## config.mk

```make
export PLATFORM = sky130hd
export DESIGN_NAME = regfile_bist
export DESIGN_NICKNAME = d
export VERILOG_FILES = /design/src/rtl/regfile_bist_pkg.sv /design/src/rtl/regfile_bist.sv
export SDC_FILE = /design/constraint.sdc
export NUM_CORES = 1
export LEC_CHECK = 0
export CAP_MARGIN = 30
export CORE_MARGIN = 1
export CORE_UTILIZATION = 40
export CTS_BUF_LIST = sky130_fd_sc_hd__clkbuf_4 sky130_fd_sc_hd__clkbuf_8
export CTS_CLUSTER_DIAMETER = 80
export CTS_CLUSTER_SIZE = 14
export DETAILED_ROUTE_END_ITERATION = 10
export GPL_TIMING_DRIVEN = 0
export HOLD_SLACK_MARGIN = 0.06
export PLACE_DENSITY = 0.69
export SYNTH_ARGS = -nofsm -noshare
export SYNTH_HDL_FRONTEND = slang
export SYNTH_SLANG_ARGS = --single-unit
```

## constraint.sdc

```tcl
create_clock -name clk -period 2.4 [get_ports clk]
set_input_delay 0.24 -clock clk [delete_from_list [all_inputs] [get_ports clk]]
set_output_delay 0.24 -clock clk [all_outputs]
set_load 0.005 [all_outputs]
```

## src/rtl/regfile_bist_pkg.sv

```systemverilog
// regfile_bist_pkg: regfile geometry, BIST state encodings and test pattern shared by the BIST engine.
package regfile_bist_pkg;
  localparam int ADDR_W = 5;
  localparam int DATA_W = 32;
  localparam int DATA_D = 32;
  localparam int BIST_ST_W = 2;
  localparam logic HIGH = 1'b1;
  localparam logic ENABLE = 1'b1;
  localparam logic DISABLE = 1'b0;
  localparam logic [ADDR_W-1:0] LAST_A = ADDR_W'(DATA_D - 1);
  typedef enum logic [BIST_ST_W-1:0] {
    BIST_IDLE  = 2'd0,
    BIST_WRITE = 2'd1,
    BIST_READ  = 2'd2,
    BIST_CHECK = 2'd3
  } bist_st_e;
  function automatic logic [DATA_W-1:0] pattern(input logic [ADDR_W-1:0] a, input logic p);
    return p ? ~DATA_W'(a) : DATA_W'(a);
  endfunction
endpackage

```

## src/rtl/regfile_bist.sv

```systemverilog
// regfile_bist: two-pass write/read-back self-test of the single-port regfile, stopping at the first mismatch.
module regfile_bist
  import regfile_bist_pkg::*;
(
  input  logic              clk,
  input  logic              reset,
  input  logic              start,
  output logic              busy,
  output logic              done,
  output logic              pass,
  output logic [ADDR_W-1:0] fail_addr,
  output logic [DATA_W-1:0] fail_data,
  output logic              fail_pass,
  output logic              we,
  output logic [ADDR_W-1:0] addr,
  output logic [DATA_W-1:0] wdata,
  input  logic [DATA_W-1:0] rdata
);
  bist_st_e st, st_n;
  logic [ADDR_W-1:0] a, a_n;
  logic pn, pn_n;
  logic last, match, accept, fin;
  assign last = a == LAST_A;
  assign match = rdata == pattern(a, pn);
  assign accept = st == BIST_IDLE && start == HIGH;
  assign fin = st == BIST_CHECK && (!match || (last && pn));
  always_comb begin
    st_n = st;
    a_n = a;
    pn_n = pn;
    case (st)
      BIST_IDLE: if (accept) begin
        st_n = BIST_WRITE;
        a_n = '0;
        pn_n = 1'b0;
      end
      BIST_WRITE: begin
        st_n = last ? BIST_READ : BIST_WRITE;
        a_n = last ? '0 : a + 1'b1;
      end
      BIST_READ: st_n = BIST_CHECK;
      default: begin
        st_n = !match || (last && pn) ? BIST_IDLE : last ? BIST_WRITE : BIST_READ;
        a_n = match && !last ? a + 1'b1 : '0;
        pn_n = match && last ? 1'b1 : pn;
      end
    endcase
  end
  always_ff @(posedge clk or posedge reset) begin
    if (reset) begin
      st <= BIST_IDLE;
      a <= '0;
      pn <= 1'b0;
      done <= 1'b0;
      pass <= 1'b0;
      fail_addr <= '0;
      fail_data <= '0;
      fail_pass <= 1'b0;
    end else begin
      st <= st_n;
      a <= a_n;
      pn <= pn_n;
      done <= fin;
      if (accept) begin
        pass <= 1'b0;
        fail_addr <= '0;
        fail_data <= '0;
        fail_pass <= 1'b0;
      end else if (fin) begin
        pass <= match;
        if (!match) begin
          fail_addr <= a;
          fail_data <= rdata;
          fail_pass <= pn;
        end
      end
    end
  end
  // Port drive is decoded from state so an asynchronous reset silences the regfile at once.
  assign busy = st != BIST_IDLE;
  assign we = st == BIST_WRITE ? ENABLE : DISABLE;
  assign addr = st == BIST_IDLE ? '0 : a;
  assign wdata = we ? pattern(a, pn) : '0;
endmodule

```

# Word level (Yosys, flattened, before mapping)

Index checks and enable logic that the tools add are counted.

Input bits: 35
Flip-flop bits (word level): 48
Output and inout bits: 79
Word-level logic and storage cells: 62

Bitwise logic cells: 3
Add/subtract/negate cells: 1
Eq/ne operators: 7
Muxes and demuxes: 27
Reduce and logical (&&, ||, !) cells: 16

Operators with widths:

| kind                                                                    | number |
|---|---|
| 32-bit two-way mux                                                      | 5 |
| 5-bit two-way mux                                                       | 7 |
| 32-bit == test                                                          | 1 |
| 5-bit inverter with 32-bit output                                       | 1 |
| 5-bit case mux with 3 select lines                                      | 1 |
| 1-bit two-way mux                                                       | 8 |
| 2-bit two-way mux                                                       | 4 |
| 2-bit case mux with 3 select lines                                      | 1 |
| 2-bit nonzero test                                                      | 3 |
| 5-bit by 1-bit adder with 5-bit output, second input constant           | 1 |
| 5-bit == test, second input constant                                    | 1 |
| 1-bit logical AND                                                       | 5 |
| 2-bit == test, second input constant                                    | 2 |
| 2-bit AND reduction                                                     | 2 |
| 3-bit AND reduction                                                     | 1 |
| 2-bit by 1-bit == test with 1-bit output, second input constant         | 1 |
| 1-bit zero test                                                         | 2 |
| 2-bit zero test                                                         | 1 |
| 2-bit by 1-bit inequality test with 1-bit output, second input constant | 1 |
| 2-bit inequality test, second input constant                            | 1 |
| 1-bit inverter                                                          | 2 |
| 1-bit case mux with 2 select lines                                      | 1 |
| 2-bit OR reduction                                                      | 1 |
| 1-bit logical OR                                                        | 1 |

# Depth between registers and ports, before layout

Depth after elaboration: 8
Mapped depth: 9
Gate-level depth less buffers: 8

# Worst setup path before layout

Ideal clock, no wire load.

Kind: register to register
From: reg a[3]
To: reg fail_data[1]
Setup time: 0.132 ns
Data required time: 2.268 ns
Buffers on the path: 4
Clock period less this slack: 2.230 ns
Setup slack: 0.170 ns
Stages on the path, launching flop included: 10
Arrival time: 2.098 ns
Cells stage by stage: dfrtp_1 buf_6 xor2_1 or3_1 a222oi_1 buf_2 buf_6 buf_6 a21oi_1 or3b_1

Longest elaborated chain between the ends: 8
Elaborated cells between the ends (all ways): 11
Those cells by class: eq/ne: 3; mux: 1; bitwise: 1; reduce/logical: 6

Ends and longest elaborated chain:

| item                              | RTL line               | source |
|---|---|---|
| start, declared                   | regfile_bist.sv:20     | `logic [ADDR_W-1:0] a, a_n;` |
| start signal, assigned            | regfile_bist.sv:61     | `a <= a_n;` |
| 5-bit inverter with 32-bit output | regfile_bist_pkg.sv:18 | `return p ? ~DATA_W'(a) : DATA_W'(a);` |
| 32-bit two-way mux                | regfile_bist_pkg.sv:18 |  |
| 32-bit == test                    | regfile_bist.sv:24     | `assign match = rdata == pattern(a, pn);` |
| 1-bit zero test                   | --                     |  |
| 1-bit logical OR                  | regfile_bist.sv:26     | `assign fin = st == BIST_CHECK && (!match \|\| (last && pn));` |
| 1-bit logical AND                 | regfile_bist.sv:26     |  |
| 2-bit nonzero test (no line)      | --                     |  |
| 2-bit AND reduction (no line) (*) | --                     |  |
| end signal, assigned              | regfile_bist.sv:73     | `fail_data <= rdata;` |
| end, declared                     | regfile_bist.sv:12     | `output logic [DATA_W-1:0] fail_data,` |

Mark *: on every way between the ends. The rest lies on a longest branch, timed or not.
A chain may end at the register's enable or synchronous reset.

# Worst setup path after layout

From: reg a[3]
To: reg fail_data[5]

The elaborated chain is that of the path after synthesis.

==> results.tsv <==
metric	value	unit
CTS Root Cell	clkbuf_8	
routed wl met2	6260	um
fraction of layout cells with a size suffix above 1	0.142	
area post-placement	5290	um^2
uppermost layer routed	met4	
chip height	102	um
Critical Path Fanout Max	11	
residual DRC count	0	
Worst Setup End Kind	flip-flop	
FMAX	425	MHz
post-synthesis sequential area ratio	0.302	
Gate power share	0.575	
worst-case clock buffer depth	2	
Finished Cell Area	5630	um^2
Seq pwr share	0.305	
Slew @ Worst Pin	0.520	ns
M1 WL	5580	um
Die ar.	10300	um^2
CTS sink count	48	
via/cell ratio	5.78	
final hold vios	0	
core area	9680	um^2
Remaining Overflow, GRT	0	
WL final	13200	um
Min Hold Slack	0.237	ns
clock slew at reported path FFs	0.09	ns
Max Clock Skew	0.00776	ns
DR WL met3	1040	um
CP Data Required Time	2.59	ns
number of DRC markers in iteration 0	386	
via count of the routed design	4445	
Mean Syn Cell Area	7.86	um^2
die width	102	um
EDFF count, synth	0	
crit path DAT	2.54	ns
Synth async-reset ratio	1.00	
vias in the first global route	4159	
row cnt	36	
Max-cap violations	0	
status	finished, final reports clean	
DP Wirelength	9240	um
RSZ-0062 raised after global routing	yes	
internal power	2.80	mW
Final Max Slew Viols	0	
Buffers on Ports	113	
type of the worst min-delay path	input port to async pin	
Distinct cells, synth	35	
wire per inst	17.1	um
initial antenna violation count	0	
Finished Core Util	0.581	
Starting Density	0.410	
htree depth	2	
Static Leak	2.50	nW
TritonCTS Buffers	5	
drt first pass iters	5	
worst skew pair latency	0.31	ns
setup TNS	0	ns
Cell Area, Synth	3970	um^2
# nets final	677	
Clock power frac	0.121	
I/O pin cnt	114	
Routed Antenna Nets	0	
Final period util	0.980	
Net Sw Frac	0.373	
power density cells	794	nW/um^2
CTS tree	built	
Sw Pwr	1.67	mW
Post-Synthesis Cells	505	
routability cong.	0.862	
pin count of the biggest net entering global routing	31	
pre-CTS WS	-0.439	ns
#FFs+latches synth	48	
fin crit period	2.35	ns
Area Growth Syn to Fin	41.7	%
CP Launch Type	flip-flop	
Max IR drop VDD	480	uV
kind of critical path	flip-flop to flip-flop	
GRT Overall Usage	0.252	
Synth Flop Type	dfrtp_1	
global-route wire length before repair	20500	um
n_diodes	0	
# setup viols final	0	
Syn. warnings	0	
Synthesized Nets	547	
Worst slew margin	0.654	
fin worst setup slack	0.0477	ns
## cells by family after synthesis
kind of cell / after synthesis / share of synthesized area
compound gates: 102 / 0.177
xor+xnor: 12 / 0.0265
fa+ha+maj: 7 / 0.0221
buf+inv: 125 / 0.157
flops: 48 / 0.302
mux: 2 / 0.00504
simple gates: 209 / 0.310
## area by class of cell
type                    count  area, um^2
repair buffers            124        1250
well taps                 133         166
clock buffers               8        97.6
plain buffers              77         509
fillers                   886        4060
multi-input cells         334        2230
inverters                  45         169
flip-flops and latches     48        1200
## power by group through the flow
stage,clock network (mW),logic (mW),registers (mW)
floorplan,0,1.26,1.34
global placement,0,2.38,1.35
detailed placement,0,2.42,1.36
CTS,0.550,2.42,1.37
global route,0.592,2.81,1.40
finish,0.539,2.57,1.36
## layer usage
| layer | vias to the layer above | GRT usage |
|---|---|---|
| met2 | 233 | 0.396 |
| li1 | 2068 | - |
| met5 | - | 0 |
| met1 | 2109 | 0.348 |
| met4 | 0 | 0.0870 |
| met3 | 35 | 0.0435 |
## critical path, cell delays in order, from the launching register on
cell	delay, ns
dfrtp_1	0.38
buf_6	0.12
xor2_1	0.16
or3_1	0.35
a222oi_1	0.26
buf_2	0.21
buf_6	0.16
buf_12	0.14
a21oi_1	0.07
or3b_1	0.37
## final timing paths
path                       startpoint             to  slack (ns)  cells after the start
max                              a[3]   fail_data[5]        0.05                      9
min                             reset  fail_data[12]        0.24                      2
max reg2reg                      a[3]   fail_data[5]        0.05                      9
min reg2reg                      pass           pass        0.60                      2
max in group asynchronous       reset           a[2]        1.62                      3
min in group clk            rdata[12]  fail_data[12]        0.43                      4
## through the flow
stage,std cells,total power [mW]
after global routing,769,4.80
after floorplan,505,2.60
after CTS,762,4.34
final,769,4.47
after detailed placement,752,3.78
after global placement,751,3.73
## Yosys cell counts, types with 3 or more instances
cell | number | share of area
nor3_1 | 4 | 0.0050
clkbuf_1 | 37 | 0.035
buf_4 | 27 | 0.051
a21oi_1 | 42 | 0.053
or3_1 | 4 | 0.0063
and2_1 | 8 | 0.013
o21ai_0 | 6 | 0.0076
or3b_1 | 38 | 0.084
ha_1 | 7 | 0.022
dfrtp_1 | 48 | 0.30
nand3_1 | 50 | 0.063
nor2_1 | 42 | 0.040
o32ai_1 | 38 | 0.084
xnor2_1 | 3 | 0.0066
a21o_1 | 3 | 0.0057
nand2_1 | 4 | 0.0038
xor2_1 | 9 | 0.020
nand4_1 | 44 | 0.069
nor4_1 | 5 | 0.0079
buf_6 | 5 | 0.014
o31ai_1 | 6 | 0.011
nor2b_1 | 7 | 0.011
inv_1 | 45 | 0.043
buf_2 | 11 | 0.014
## layout by cell type (no fill, tap or decap), types with 38 or more instances in the layout
cell type        Yosys  layout
or3b_1              38      38
clkdlybuf4s50_1      0     111
dfrtp_1             48      46
nand3_1             50      50
buf_4               27      40
a21oi_1             42      42
o32ai_1             38      38
nand4_1             44      44
inv_1               45      44
nor2_1              42      42
## what timing repair did
| item | in CTS | in global routing |
|---|---|---|
| hold buffers | 0 | 0 |
| hold endpoints to repair | 0 | 0 |
| gates resized for setup | 17 | 44 |
| setup endpoints to repair | 75 | 75 |
| cloned | 1 | 2 |
| pin swaps | 2 | 5 |
| buffers inserted | 4 | 5 |
## registers in the layout, summed over array words and instances (netlist names)
signal     cells
fail_data     32
a              5
fail_addr      5
st             2
done           1
fail_pass      1
pass           1
pn             1
Power figures use the tool's default switching activity.
